**config.mk**
```make
export PLATFORM = sky130hd
export DESIGN_NAME = writeback_queue
export DESIGN_NICKNAME = d
export VERILOG_FILES = /design/src/rtl/cpu_pkg.sv /design/src/rtl/wb_fifo.sv /design/src/rtl/writeback_queue.sv
export SDC_FILE = /design/constraint.sdc
export NUM_CORES = 1
export LEC_CHECK = 0
export ABC_AREA = 1
export BUFFER_PORTS_ARGS = -buffer_cell sky130_fd_sc_hd__buf_2
export CAP_MARGIN = 40
export CORE_UTILIZATION = 45
export CTS_CLUSTER_DIAMETER = 150
export CTS_CLUSTER_SIZE = 8
export DETAILED_ROUTE_END_ITERATION = 6
export PLACE_DENSITY = 0.68
export REMOVE_ABC_BUFFERS = 1
export SYNTH_ARGS = -nofsm -noshare
export SYNTH_HDL_FRONTEND = slang
export SYNTH_SLANG_ARGS = --single-unit
```
**constraint.sdc**
```tcl
create_clock -name clk -period 3.55 [get_ports clk]
set_input_delay 0.71 -clock clk [delete_from_list [all_inputs] [get_ports clk]]
set_output_delay 0.71 -clock clk [all_outputs]
set_load 0.02 [all_outputs]
```
**src/rtl/cpu_pkg.sv**
```systemverilog
// Shared constants and FSM encoding for the writeback path.
package cpu_pkg;

  localparam int REG_SIZE  = 32;
  localparam int REG_IDX_W = 5;
  localparam int TIMEOUT   = 15;

  typedef enum logic [1:0] {
    IDLE  = 2'd0,
    WRITE = 2'd1,
    WAIT  = 2'd2
  } wb_state_t;

endpackage

```
**src/rtl/wb_fifo.sv**
```systemverilog
// Pending-write storage: circular buffer with head view and an age-ordered
// entry view (index 0 = oldest) used by the hazard/bypass search.
module wb_fifo #(
  parameter int DATA_W = cpu_pkg::REG_SIZE,
  parameter int DEPTH  = 4
) (
  input  logic                           clk,
  input  logic                           rst,
  input  logic                           push,
  input  logic                           pop,
  input  logic [cpu_pkg::REG_IDX_W-1:0]  push_reg,
  input  logic [DATA_W-1:0]              push_data,
  output logic [cpu_pkg::REG_IDX_W-1:0]  head_reg,
  output logic [DATA_W-1:0]              head_data,
  output logic [$clog2(DEPTH):0]         count,
  output logic [cpu_pkg::REG_IDX_W-1:0]  ent_reg  [DEPTH],
  output logic [DATA_W-1:0]              ent_data [DEPTH],
  output logic [DEPTH-1:0]               ent_valid
);
  import cpu_pkg::*;

  localparam int PW = $clog2(DEPTH);
  localparam int CW = PW + 1;

  logic [REG_IDX_W-1:0] mem_reg  [DEPTH];
  logic [DATA_W-1:0]    mem_data [DEPTH];
  logic [PW-1:0]        rd_ptr;
  logic [PW-1:0]        wr_ptr;
  logic                 do_push;
  logic                 do_pop;

  // Guard against overflow/underflow even if the caller misbehaves.
  assign do_push = push && (count < CW'(DEPTH));
  assign do_pop  = pop && (count != '0);

  // Pointer and occupancy tracking; pointers wrap naturally at DEPTH.
  always_ff @(posedge clk) begin
    if (rst) begin
      rd_ptr <= '0;
      wr_ptr <= '0;
      count  <= '0;
    end else begin
      if (do_push) wr_ptr <= wr_ptr + 1'b1;
      if (do_pop)  rd_ptr <= rd_ptr + 1'b1;
      if (do_push && !do_pop)      count <= count + 1'b1;
      else if (do_pop && !do_push) count <= count - 1'b1;
    end
  end

  // Entry storage; contents outside the valid window are don't-care.
  always_ff @(posedge clk) begin
    if (do_push) begin
      mem_reg[wr_ptr]  <= push_reg;
      mem_data[wr_ptr] <= push_data;
    end
  end

  assign head_reg  = mem_reg[rd_ptr];
  assign head_data = mem_data[rd_ptr];

  // Age-ordered view so the bypass search can let younger entries win.
  always_comb begin
    for (int i = 0; i < DEPTH; i++) begin
      ent_reg[i]   = mem_reg[rd_ptr + PW'(i)];
      ent_data[i]  = mem_data[rd_ptr + PW'(i)];
      ent_valid[i] = (CW'(i) < count);
    end
  end

endmodule

```
**src/rtl/writeback_queue.sv**
```systemverilog
// Writeback queue: buffers producer results and retires them one at a time
// to the register file, with hazard detection and youngest-value bypass.
//
//   state | meaning
//   IDLE  | no write in flight; start one when the queue is non-empty
//   WRITE | strobe the head entry into the register file (one cycle)
//   WAIT  | hold the head until acknowledge or timeout, then pop it
module writeback_queue #(
  parameter int REG_SIZE = cpu_pkg::REG_SIZE,
  parameter int DEPTH    = 4,
  parameter int TIMEOUT  = cpu_pkg::TIMEOUT
) (
  input  logic                          clk,
  input  logic                          rst,
  input  logic                          in_valid,
  output logic                          in_ready,
  input  logic [cpu_pkg::REG_IDX_W-1:0] in_reg,
  input  logic [REG_SIZE-1:0]           in_data,
  output logic [cpu_pkg::REG_IDX_W-1:0] write_register,
  output logic [REG_SIZE-1:0]           write_data,
  output logic                          write_register_enable,
  input  logic                          register_writing_done,
  input  logic [cpu_pkg::REG_IDX_W-1:0] query_reg_1,
  input  logic [cpu_pkg::REG_IDX_W-1:0] query_reg_2,
  output logic                          pending_1,
  output logic                          pending_2,
  output logic [REG_SIZE-1:0]           bypass_data_1,
  output logic [REG_SIZE-1:0]           bypass_data_2,
  output logic [$clog2(DEPTH):0]        count,
  output logic                          wb_timeout
);
  import cpu_pkg::*;

  localparam int CW  = $clog2(DEPTH) + 1;
  localparam int WCW = $clog2(TIMEOUT + 1);

  wb_state_t            state, state_nxt;
  logic [WCW-1:0]       wait_cnt, wait_cnt_nxt;
  logic                 timeout_nxt;
  logic                 push;
  logic                 pop;
  logic [REG_IDX_W-1:0] head_reg;
  logic [REG_SIZE-1:0]  head_data;
  logic [REG_IDX_W-1:0] ent_reg  [DEPTH];
  logic [REG_SIZE-1:0]  ent_data [DEPTH];
  logic [DEPTH-1:0]     ent_valid;

  // Register 0 is hardwired: accept the handshake but never enqueue it.
  assign in_ready = (count < CW'(DEPTH));
  assign push     = in_valid && in_ready && (in_reg != '0);

  wb_fifo #(
    .DATA_W (REG_SIZE),
    .DEPTH  (DEPTH)
  ) u_fifo (
    .clk       (clk),
    .rst       (rst),
    .push      (push),
    .pop       (pop),
    .push_reg  (in_reg),
    .push_data (in_data),
    .head_reg  (head_reg),
    .head_data (head_data),
    .count     (count),
    .ent_reg   (ent_reg),
    .ent_data  (ent_data),
    .ent_valid (ent_valid)
  );

  // State, wait counter and sticky timeout flag.
  always_ff @(posedge clk) begin
    if (rst) begin
      state      <= IDLE;
      wait_cnt   <= '0;
      wb_timeout <= 1'b0;
    end else begin
      state      <= state_nxt;
      wait_cnt   <= wait_cnt_nxt;
      wb_timeout <= timeout_nxt;
    end
  end

  // Next-state and register-file port drive.
  always_comb begin
    state_nxt             = state;
    wait_cnt_nxt          = wait_cnt;
    timeout_nxt           = wb_timeout;
    pop                   = 1'b0;
    write_register_enable = 1'b0;
    write_register        = '0;
    write_data            = '0;
    case (state)
      IDLE: begin
        if (count != '0) state_nxt = WRITE;
      end
      WRITE: begin
        write_register_enable = 1'b1;
        write_register        = head_reg;
        write_data            = head_data;
        state_nxt             = WAIT;
      end
      WAIT: begin
        write_register = head_reg;
        write_data     = head_data;
        if (register_writing_done) begin
          pop          = 1'b1;
          wait_cnt_nxt = '0;
          state_nxt    = IDLE;
        end else if (wait_cnt == WCW'(TIMEOUT - 1)) begin
          // This cycle is the TIMEOUT-th in WAIT: give up on the entry.
          timeout_nxt  = 1'b1;
          pop          = 1'b1;
          wait_cnt_nxt = '0;
          state_nxt    = IDLE;
        end else begin
          wait_cnt_nxt = wait_cnt + 1'b1;
        end
      end
      default: state_nxt = IDLE;
    endcase
  end

  // Hazard search oldest-to-youngest so the youngest match overrides.
  always_comb begin
    pending_1     = 1'b0;
    pending_2     = 1'b0;
    bypass_data_1 = '0;
    bypass_data_2 = '0;
    for (int i = 0; i < DEPTH; i++) begin
      if (ent_valid[i] && (query_reg_1 != '0) && (ent_reg[i] == query_reg_1)) begin
        pending_1     = 1'b1;
        bypass_data_1 = ent_data[i];
      end
      if (ent_valid[i] && (query_reg_2 != '0) && (ent_reg[i] == query_reg_2)) begin
        pending_2     = 1'b1;
        bypass_data_2 = ent_data[i];
      end
    end
  end

endmodule

```
---- Word-level counts from Yosys, hierarchy flattened ----
Memory sizes are Yosys's and may differ from the RTL's. A register that Yosys moved wholly into a read port is not among the register bits.
Cells that the tools add are included.
word-level totals
  bits of input ports ..................... 51
  output and inout bits ................... 109
  memory bits (writable) .................. 148
  word-level logic and storage cells ...... 103
  bits in registers ....................... 14
  memories kept ........................... 2
operators by class
  magnitude comparators ................... 5
  bitwise operators ....................... 1
  reductions and logical operators ........ 33
  muxes and demuxes ....................... 36
  equal/unequal tests ..................... 13
  add/subtract/negate cells ............... 7
memory list
  memory           words  bits a word  rd ports  clocked after Yosys merged registers in  wr ports  RTL line       source
  u_fifo.mem_data  4      32           4         1                                        1         wb_fifo.sv:26  logic [DATA_W-1:0] mem_data [DEPTH];
  u_fifo.mem_reg   4      5            4         1                                        1         wb_fifo.sv:25  logic [REG_IDX_W-1:0] mem_reg [DEPTH];
operators by type and width
  operator                                                               count
  32-bit 2-to-1 mux                                                      9
  5-bit equality test                                                    8
  1-bit logical AND                                                      22
  5-bit nonzero test                                                     3
  1-bit 2-to-1 mux                                                       14
  2-bit 2-to-1 mux                                                       7
  4-bit 2-to-1 mux                                                       2
  1-bit by 3-bit < comparator with 1-bit output, first input constant    2
  2-bit by 3-bit < comparator with 1-bit output, first input constant    2
  3-bit 2-to-1 mux                                                       2
  2-bit case mux with 3 select lines                                     1
  5-bit 2-to-1 mux                                                       1
  2-bit by 1-bit adder with 2-bit output, second input constant          2
  2-bit adder, second input constant                                     2
  4-bit by 1-bit adder with 4-bit output, second input constant          1
  4-bit equality test, second input constant                             1
  3-bit by 1-bit adder with 3-bit output, second input constant          1
  3-bit < comparator, second input constant                              1
  3-bit inequality test, second input constant                           1
  3-bit AND reduction                                                    1
  3-bit nonzero test                                                     1
  3-bit by 1-bit subtractor with 3-bit output, second input constant     1
  2-bit by 1-bit equality test with 1-bit output, second input constant  1
  2-bit equality test, second input constant                             1
  7 further kinds                                                        8

---- Depth between registers and ports, before layout ----
Gate-level depths: netlist of the first run.
  word-level depth ........................ 8
  depth in mapped cells ................... 18

---- Modules after synthesis ----
A second synthesis of the first run with hierarchy kept.
second synthesis, totals
  cells, all modules ...................... 2,064
  area, all modules ....................... 13,764.5 sq um
by module, submodules not included
  module           area each (sq um)  seq. area each (sq um)  cells an instance  instances
  wb_fifo          8,823.5            4,624.4                 1,041              1
  writeback_queue  4,941.0            140.1                   1,023              1

---- Worst setup path before layout of the first run ----
No wires, ideal clock.
  path type ............................... input-to-reg
  start ................................... input in_reg[4] (netlist bit)
  end ..................................... memory u_fifo.mem_data[0][0] (netlist bit), enable pin
  path slack .............................. 0.527 ns
  stages .................................. 4
  arrival ................................. 2.592 ns
  path buffers ............................ 0
  path through ............................ nor3_1 > nand2_1 > nand3_1 > nor2_1
on the way
  word-level cells in the longest chain between the ends .. 5
ends and longest elaborated chain
  element                                 RTL line               source
  start, declared                         writeback_queue.sv:17  input logic [cpu_pkg::REG_IDX_W-1:0] in_reg,
  5-bit nonzero test                      writeback_queue.sv:50  assign push = in_valid && in_ready && (in_reg != '0);
  1-bit logical AND                       writeback_queue.sv:50
  1-bit logical AND                       wb_fifo.sv:33          assign do_push = push && (count < CW'(DEPTH));
  1-bit 2-to-1 mux                        wb_fifo.sv:52          if (do_push) begin
  1-bit 2-to-1 mux (implied by the code)  wb_fifo.sv:54          mem_data[wr_ptr] <= push_data;
  end, declared                           wb_fifo.sv:26
Every way passes these cells.

---- Worst setup path in the final report of the first run ----
  start ................................... register u_fifo.rd_ptr[0]
  end ..................................... output bypass_data_2[15]
on the way
  word-level cells in the longest chain between the ends .. 7
ends and longest elaborated chain
  element                                 RTL line                      source
  start, declared                         wb_fifo.sv:27                 logic [PW-1:0] rd_ptr;
  start signal, assigned                  wb_fifo.sv:44                 if (do_pop) rd_ptr <= rd_ptr + 1'b1;
  2-bit by 1-bit adder with 2-bit output  wb_fifo.sv:64, wb_fifo.sv:65
  memory 4 x 5 bit                        --
  5-bit equality test                     writeback_queue.sv:134        if (ent_valid[i] && (query_reg_2 != '0) && (ent_reg[i] == query_reg_2)) begin
  1-bit logical AND                       writeback_queue.sv:134
  32-bit 2-to-1 mux (2 in series)         writeback_queue.sv:134
  32-bit 2-to-1 mux *                     writeback_queue.sv:134
  end, declared                           writeback_queue.sv:28         output logic [REG_SIZE-1:0] bypass_data_2,
Every way passes the cells marked *; elsewhere a longest branch is shown, timed or not.

==> reports/qor.csv, run 1 <==
metric,value,unit
FILL cells,2687,
1st-iter DRT viols,1884,
placed cell count,2367,
H-tree lvl count,4,
min Tclk post-route,3450,ps
Post-route DRC,1,
clk slew on worst S/H paths,80,ps
crit path from,u_fifo.rd_ptr[0]$_SDFFE_PP0P_,
Area Growth Syn to Fin,19.9,%
gr usage total,0.320,
Slew headroom,0.630,
Worst path max stage delay,420,ps
clk_skew,13.5,ps
Worst Reg-to-Reg Cells,11,
Reg2Reg Launch Point,wait_cnt[0]$_SDFFE_PP0P_,
Most common cell on crit path,nand2_1,
PD cells,583,nW/µm²
CP Capture Type,output pin,
adder-cell area share of the yosys netlist,0.0138,
Clock Tree Buf Depth,2,
crit start category,register,
failing checks,DRC,
Mapped Area,12700,µm²
status,"finished, violations left",
CP required,2840,ps
initial antenna violation count,3,
layout net count,2097,
Root Buffer,clkbuf_16,
final non-filler cell total,2426,
Peak VDD IR,0.334,mV
final setup fails,0,
Syn Area/Cell,6.68,µm²
Yosys reg bits,164,
Core ar.,27800,µm²
Max-cap violations,0,
FMAX,289,MHz
RSZ-0062 raised after global routing,yes,
port bufs,159,
post-synthesis compound-gate area fraction,0.143,
die width,170,µm
post-synth cell types,37,
GR Overflow Total,0,
TritonCTS clock tree,yes,
CP Buf/Inv Count,4,
post-DP HPWL,29900,µm
final WL,47000,µm
fin crit share,0.973,
Final Total Pwr,0.00889,W
Critical Path End,bypass_data_2[15],
total negative slack,0,ps
Placer Congestion,1.01,
first-pass GRT wire length,70700,µm
Leakage,7.00,nW
Ys Warns,0,
Synth Instances,1902,
Crit. path cell count,15,
largest net degree at the start of global routing,57,
Hold Crit Class,in2reg,
Ports,160,
number of CTS-inserted buffers,17,
wire length per cell,19.4,µm
CP Class,reg2out,
final hold vios,0,
worst-path fanout max,18,
layout cells sized above 1,0.159,
FF-to-FF End,u_fifo.count[2]$_SDFFE_PP0P_,
Final ANT Viol Nets,0,
post-synthesis mux area share,0.00551,
flop-to-flop setup slack,1350,ps
vias in the first global route,13000,
Vias/cell,5.86,
# clock sinks,164,
Critical Path AT,2740,ps
worst-margin pin slew,556,ps
later-pin clock latency in the skew report,450,ps
total iterations of the first detailed-routing run,7,
die height,170,µm
cell row count,61,
die area,28900,µm²
combinational family with the most area after synthesis,simple AND/OR/NAND/NOR gates,
"Slowest-stage cell, CP",dfxtp_4,
Slew Limit Fails,0,
max FFs per register,128,
"Seq/Total Area, Yosys",0.375,
simple-gate share of the synthesized area,0.370,
Synth Area in XOR/XNOR,0.00620,
via count,14200,
worst-path cell chain,inv_4 -> buf_12 -> nand2_4 -> nand2_4 -> nand2_1 -> nand2_1 -> nand2_1 -> nand2_1 -> nor2_4 -> nand3_2 -> buf_6 -> nand2_1 -> nand3_1 -> a21oi_2 -> buf_4,
CP top delay family,simple AND/OR/NAND/NOR gates,
Initial Util,0.457,
kinds of logic after synthesis:
kind of cell / Yosys count
compound gates: 314
xor+xnor: 9
mux: 7
simple gates: 1139
flops: 164
buf+inv: 255
fa+ha+maj: 14
area by class of cell:
class	count	area (µm²)	area share
tap	378	473	0.0310
inverter	126	487	0.0319
timing repair buffer	237	1840	0.121
clock inverter	15	165	0.0108
antenna	3	7.51	0.000493
clock buffer	17	425	0.0279
sequential	164	4780	0.314
multi-input combinational	1486	7060	0.463
metal layers:
metal / track usage / vias up / wire length (µm)
met3: 0.0472 / 157 / 4410
met1: 0.408 / 6530 / 18600
li1: - / 6620 / -
met4: 0.172 / 0 / 2030
met2: 0.521 / 902 / 22000
met5: 0 / - / 0
repair_timing:
item / 4_1_cts / 5_1_grt
gates cloned: 3 / 7
buffers inserted: 4 / 11
hold buffers: 0 / 0
resized for setup: 26 / 46
endpoints found under the hold margin: 0 / 0
setup endpoints to repair: 66 / 66
pin swaps: 2 / 5
power by group:
group | switching, W | leakage (nW) | internal [W]
clock network | 0.000910 | 0.290 | 0.000943
logic | 0.00323 | 5.22 | 0.00138
registers | 0.000117 | 1.49 | 0.00230
worst register-to-register path, delay by kind of cell (launching register included):
kind                     cells  cell delay [ps]
adder cells (fa/ha/maj)      2              510
AND/OR/NAND/NOR              2              210
buffers and inverters        2              140
flip-flops                   1              370
AO/OA/AOI/OAI                5              840
cells in the final DEF (no fill, tap or decap), types with 7 or more instances in the layout:
master	netlist	layout
a21oi_1	54	48
a221oi_1	7	7
a22oi_1	39	39
a32oi_1	8	8
buf_12	0	21
buf_2	46	152
buf_4	16	47
buf_6	3	7
clkbuf_16	0	22
dfxtp_1	16	12
edfxtp_1	148	148
ha_1	14	14
inv_1	119	118
mux2i_1	7	7
nand2_1	662	658
nand3_1	112	108
nand3_2	4	7
nand4_1	76	76
nor2_1	266	259
nor2_4	5	14
o211ai_1	33	33
o21ai_0	148	148
o21ai_1	20	19
xor2_1	8	8
stage by stage:
stage | setup slack (ps) | area (µm²) | hold slack (ps) | util
finish | 95.3 | 15200 | 472 | 0.548
global route | -20.2 | 15200 | 474 | 0.548
CTS | 1.24 | 14800 | 463 | 0.534
detailed placement | 132 | 14000 | 466 | 0.505
global placement | 155 | 14000 | 447 | 0.504
floorplan | -3620 | 12100 | 474 | -
synthesized netlist by cell type:
cell        n  area share
clkbuf_1   53       0.016
a211oi_1    1     0.00059
buf_2      46       0.018
nand2_4     1     0.00089
o21ai_0   148       0.058
ha_1       14       0.014
nor2_1    266       0.079
o22ai_1     1     0.00049
a32oi_1     8      0.0055
nand4_1    76       0.037
nand3_2     4      0.0032
nor2_2      7      0.0034
inv_1     119       0.035
nand3_1   112       0.044
nor3_1      2     0.00079
inv_2       6      0.0018
o211ai_1   33       0.019
xnor2_1     1     0.00069
o21ai_1    20      0.0079
a21oi_1    54       0.021
a21o_1      1     0.00059
mux2i_1     7      0.0055
o21a_1      1     0.00059
buf_4      16      0.0095
dfxtp_1    16       0.025
xor2_1      8      0.0055
buf_1      11      0.0032
nor2_4      5      0.0044
clkinv_1    1     0.00030
nand2_2     3      0.0015
a22oi_1    39       0.023
and3_1      1     0.00049
buf_6       3      0.0027
nand2_1   662        0.20
edfxtp_1  148        0.35
a221oi_1    7      0.0048
a31oi_1     1     0.00049
how the worst min path moves through the flow:
stage	startpoint	endpoint	cells past startpoint
floorplan	state[1]$_SDFFE_PP0P_	state[1]$_SDFFE_PP0P_	2
global placement	wb_timeout$_SDFFE_PP0P_	wb_timeout$_SDFFE_PP0P_	2
detailed placement	wb_timeout$_SDFFE_PP0P_	wb_timeout$_SDFFE_PP0P_	2
CTS	in_data[25]	u_fifo.mem_data[0][25]$_DFFE_PP_	1
global route	in_data[25]	u_fifo.mem_data[2][25]$_DFFE_PP_	1
finish	in_data[25]	u_fifo.mem_data[2][25]$_DFFE_PP_	1
(Power assumes the default switching activity.)
==> run 2, diff against run 1 <==
--- a/config.mk
+++ b/config.mk
@@ -6,13 +6,13 @@
 export NUM_CORES = 1
 export LEC_CHECK = 0
 export ABC_AREA = 1
-export BUFFER_PORTS_ARGS = -buffer_cell sky130_fd_sc_hd__buf_2
 export CAP_MARGIN = 40
 export CORE_UTILIZATION = 45
 export CTS_CLUSTER_DIAMETER = 150
 export CTS_CLUSTER_SIZE = 8
 export DETAILED_ROUTE_END_ITERATION = 6
-export PLACE_DENSITY = 0.68
+export DONT_BUFFER_PORTS = 1
+export PLACE_DENSITY = 0.64
 export REMOVE_ABC_BUFFERS = 1
 export SYNTH_ARGS = -nofsm -noshare
 export SYNTH_HDL_FRONTEND = slang
==> reports/qor.csv, run 2 (same netlist as run 1, synthesis figures left out) <==
metric,value,unit
Hold Crit Class,in2reg,
Hold Slack,333,ps
Peak VDD IR,0.460,mV
worst-margin pin slew,718,ps
Post-route DRC,0,
Core ar.,27800,µm²
final hold vios,0,
cell row count,61,
PD cells,587,nW/µm²
TritonCTS clock tree,yes,
final WL,44800,µm
status,"complete, no violations",
Slew Limit Fails,0,
Root Buffer,clkbuf_16,
clk slew on worst S/H paths,80,ps
Final ANT Viol Nets,0,
1st-iter DRT viols,1537,
GR Overflow Total,0,
CP required,2840,ps
initial antenna violation count,0,
clk_skew,13.1,ps
via count,13300,
Clock Tree Buf Depth,2,
# clock sinks,164,
worst-path fanout max,7,
gr usage total,0.306,
Placer Congestion,0.976,
max FFs per register,128,
number of CTS-inserted buffers,17,
Area Growth Syn to Fin,11.0,%
first-pass GRT wire length,67300,µm
total iterations of the first detailed-routing run,6,
wire length per cell,19.8,µm
crit start category,register,
H-tree lvl count,4,
vias in the first global route,12200,
Slew headroom,0.521,
most frequent cells in the layout,"658 x nand2_1, 258 x nor2_1, 148 x o21ai_0, 148 x edfxtp_1, 118 x inv_1",
Initial Util,0.457,
area post-placement,13200,µm²
later-pin clock latency in the skew report,440,ps
"most common cell after layout, fill and taps aside",nand2_1,
final non-filler cell total,2265,
post-route design area,14100,µm²
final setup fails,0,
post-DP HPWL,29500,µm
die width,170,µm
RSZ-0062 raised after global routing,no,
FMAX,292,MHz
Vias/cell,5.89,
CP Capture Type,output pin,
Ports,160,
Critical Path AT,2710,ps
die area,28900,µm²
CP Class,reg2out,
Max-cap violations,0,
largest net degree at the start of global routing,61,
fin crit share,0.964,
layout cells sized above 1,0.0843,
post-layout util,0.508,
die height,170,µm
placed cell count,2221,
# diodes,0,
min Tclk post-route,3420,ps
Leakage,6.11,nW
layout net count,1939,
port bufs,0,
run 2: changes by cell type in the layout (fill, tap and decap cells not counted), moves of 3 or more:
cell / change
a21oi_1: +6
clkbuf_16: -3
nand2_4: -4
a21oi_2: -6
buf_2: -152
buf_12: -12
buf_4: +11
nand2_2: +3
diode_2: -3
run 2: routing by layer:
layer | wire length (µm) | track usage | vias up
li1 | - | - | 6296
met1 | 18300 | 0.396 | 6132
met2 | 20200 | 0.493 | 800
met3 | 4850 | 0.0649 | 112
met4 | 1510 | 0.127 | 0
met5 | 0 | 0 | -
run 2: stage by stage:
step	setup slack, ps	TNS, ps	total power [W]
detailed placement	241	0	0.00630
CTS	15.1	0	0.00813
global placement	251	0	0.00622
floorplan	-3620	-247570	0.00504
finish	126	0	0.00829
global route	0.490	0	0.00873
run 2: final cells by class:
class / count / area [µm²]
fillers: 2776 / 13700
clock inverters: 15 / 159
inverters: 126 / 490
flip-flops and latches: 164 / 4780
multi-input cells: 1485 / 7000
well taps: 378 / 473
repair buffers: 80 / 787
clock buffers: 17 / 425
run 2: repair_timing:
action,in CTS,in global routing
gates resized for setup,7,34
setup endpoints to repair,40,66
pin swaps,1,2
gates cloned,0,4
hold buffers,0,0
buffers inserted,2,6
run 2: path summary, 6_finish.rpt:
path                                                     from                          endpoint  slack (ps)  cells after the start
worst min-delay path                                      rst      u_fifo.count[0]$_SDFFE_PP0P_         330                      1
worst max-delay path            u_fifo.rd_ptr[0]$_SDFFE_PP0P_                 bypass_data_2[24]         130                     14
worst max register to register   u_fifo.count[2]$_SDFFE_PP0P_  u_fifo.mem_data[1][14]$_DFFE_PP_        1170                      5
worst min register to register       wait_cnt[0]$_SDFFE_PP0P_          wait_cnt[0]$_SDFFE_PP0P_         520                      2
run 2: power breakdown:
group	total, W	leakage, nW	internal (W)	switching, W
sequential	0.00241	1.49	0.00230	0.000106
clock	0.00183	0.286	0.000943	0.000885
combinational	0.00405	4.34	0.00101	0.00304
total	0.00829	6.11	0.00426	0.00403
run 2: critical path, stage by stage (launching register included):
cell and delay (ps):
dfxtp_4 410, clkbuf_2 160, buf_4 170, nand2_1 50, nand2_1 50, nand2_1 60, nand2_1 80, nand2_1 70
nand2_1 80, nor2_2 290, nand3_2 260, nor2_1 160, nor2_1 50, a21oi_1 210, buf_4 180
==> run 3, diff against run 2 <==
--- a/config.mk
+++ b/config.mk
@@ -12,7 +12,6 @@
 export CTS_CLUSTER_SIZE = 8
 export DETAILED_ROUTE_END_ITERATION = 6
 export DONT_BUFFER_PORTS = 1
-export PLACE_DENSITY = 0.64
 export REMOVE_ABC_BUFFERS = 1
 export SYNTH_ARGS = -nofsm -noshare
 export SYNTH_HDL_FRONTEND = slang
==> reports/qor.csv, run 3 (same netlist as run 1, synthesis figures left out) <==
metric,value,unit
Max-cap violations,0,
layout net count,1945,
wire length per cell,20.2,µm
"most common cell after layout, fill and taps aside",nand2_1,
Hold Slack,332,ps
clk_skew,12.7,ps
Ports,160,
die area,28900,µm²
footprint of the multi-input gates,6970,µm²
PD cells,591,nW/µm²
Initial Util,0.457,
number of CTS-inserted buffers,17,
FF-to-FF End,u_fifo.mem_data[1][21]$_DFFE_PP_,
min Tclk post-route,3430,ps
Root Buffer,clkbuf_16,
Slew Limit Fails,0,
die height,170,µm
hold-critical path depth,1,
Core ar.,27800,µm²
initial antenna violation count,0,
clk slew on worst S/H paths,70,ps
CP Capture Type,output pin,
Hold Crit Class,in2reg,
via count,13200,
most frequent cells in the layout,"660 x nand2_1, 258 x nor2_1, 148 x o21ai_0, 148 x edfxtp_1, 118 x inv_1",
1st-iter DRT viols,1176,
Slew headroom,0.531,
later-pin clock latency in the skew report,440,ps
TritonCTS clock tree,yes,
post-layout util,0.511,
Area Growth Syn to Fin,11.8,%
GR Overflow Total,0,
largest net degree at the start of global routing,54,
register area,4780,µm²
final hold vios,0,
final WL,45800,µm
Final ANT Viol Nets,0,
Vias/cell,5.81,
CP required,2840,ps
CP Class,reg2out,
total iterations of the first detailed-routing run,7,
FMAX,292,MHz
worst-path fanout max,25,
fin crit share,0.966,
FILL cells,2791,
Clock Tree Buf Depth,2,
flop-to-flop setup slack,1060,ps
# diodes,0,
status,"complete, no violations",
# clock sinks,164,
die width,170,µm
layout cells sized above 1,0.0877,
gr usage total,0.312,
hold bufs inserted after CTS,0,
worst min-delay path endpoint,wait_cnt[1]$_SDFFE_PP0P_,
final setup fails,0,
post-DP HPWL,31200,µm
vias in the first global route,12000,
Placer Congestion,0.971,
first-pass GRT wire length,68300,µm
Critical Path AT,2720,ps
max FFs per register,128,
Worst Reg-to-Reg Cells,5,
Leakage,6.17,nW
port bufs,0,
cell row count,61,
RSZ-0062 raised after global routing,no,
H-tree lvl count,4,
Reg2Reg Launch Point,u_fifo.count[2]$_SDFFE_PP0P_,
worst-margin pin slew,701,ps
crit start category,register,
Min-Delay Startpoint,rst,
Peak VDD IR,0.682,mV
Post-route DRC,0,
## run 3: worst max path at each step
stage               slack (ps)                 to  depth (start not counted)                          start
finish                     120  bypass_data_2[30]                         12  u_fifo.rd_ptr[0]$_SDFFE_PP0P_
global route                 7  bypass_data_2[11]                         12  u_fifo.rd_ptr[0]$_SDFFE_PP0P_
CTS                          5   bypass_data_2[6]                         12   u_fifo.count[1]$_SDFFE_PP0P_
detailed placement         190  bypass_data_2[30]                         13  u_fifo.rd_ptr[0]$_SDFFE_PP0P_
global placement           170  bypass_data_2[30]                         13  u_fifo.rd_ptr[0]$_SDFFE_PP0P_
floorplan                -3620  bypass_data_2[10]                         12  u_fifo.rd_ptr[0]$_SDFFE_PP0P_
## run 3: stage by stage
stage | power [W] | TNS (ps) | worst slack (ps) | cells | cell area [µm²]
2_1_floorplan | 0.00504 | -247570 | -3620 | 1773 | 12100
3_3_place_gp | 0.00629 | 0 | 172 | 2228 | 13300
3_5_place_dp | 0.00640 | 0 | 193 | 2229 | 13300
4_1_cts | 0.00826 | 0 | 4.61 | 2261 | 14000
5_1_grt | 0.00883 | 0 | 6.63 | 2271 | 14200
6_report | 0.00839 | 0 | 122 | 2271 | 14200
## run 3: routing by layer
metal	track usage	wire length, µm	vias up
met5	0	0	-
li1	-	-	6310
met1	0.399	19000	6092
met2	0.520	21300	695
met4	0.122	1360	0
met3	0.0556	4110	96
## run 3: final cells by class
type | count | share of cell area
timing repair buffer | 88 | 0.0645
tap | 378 | 0.0333
inverter | 126 | 0.0340
clock inverter | 15 | 0.0117
clock buffer | 17 | 0.0299
sequential | 164 | 0.336
multi-input combinational | 1483 | 0.490
## run 3: power breakdown
part	internal [W]	total (W)	switching [W]
sequential	0.00230	0.00242	0.000119
combinational	0.00106	0.00412	0.00306
clock	0.000945	0.00185	0.000909
## run 3: critical path: stages, from the launching register on
cell	delay [ps]
dfxtp_4	400
buf_12	180
nor2_2	240
nand2_1	120
nand3_1	150
nor2_1	60
nor2_2	210
nand3_4	180
buf_12	200
nor2_1	90
nor2_1	50
a21oi_1	220
buf_4	180
## run 3: timing repair
action,CTS,global route
setup endpoints to repair,57,65
gates cloned,0,3
pin swaps,0,2
buffers inserted,0,7
gates resized for setup,11,24
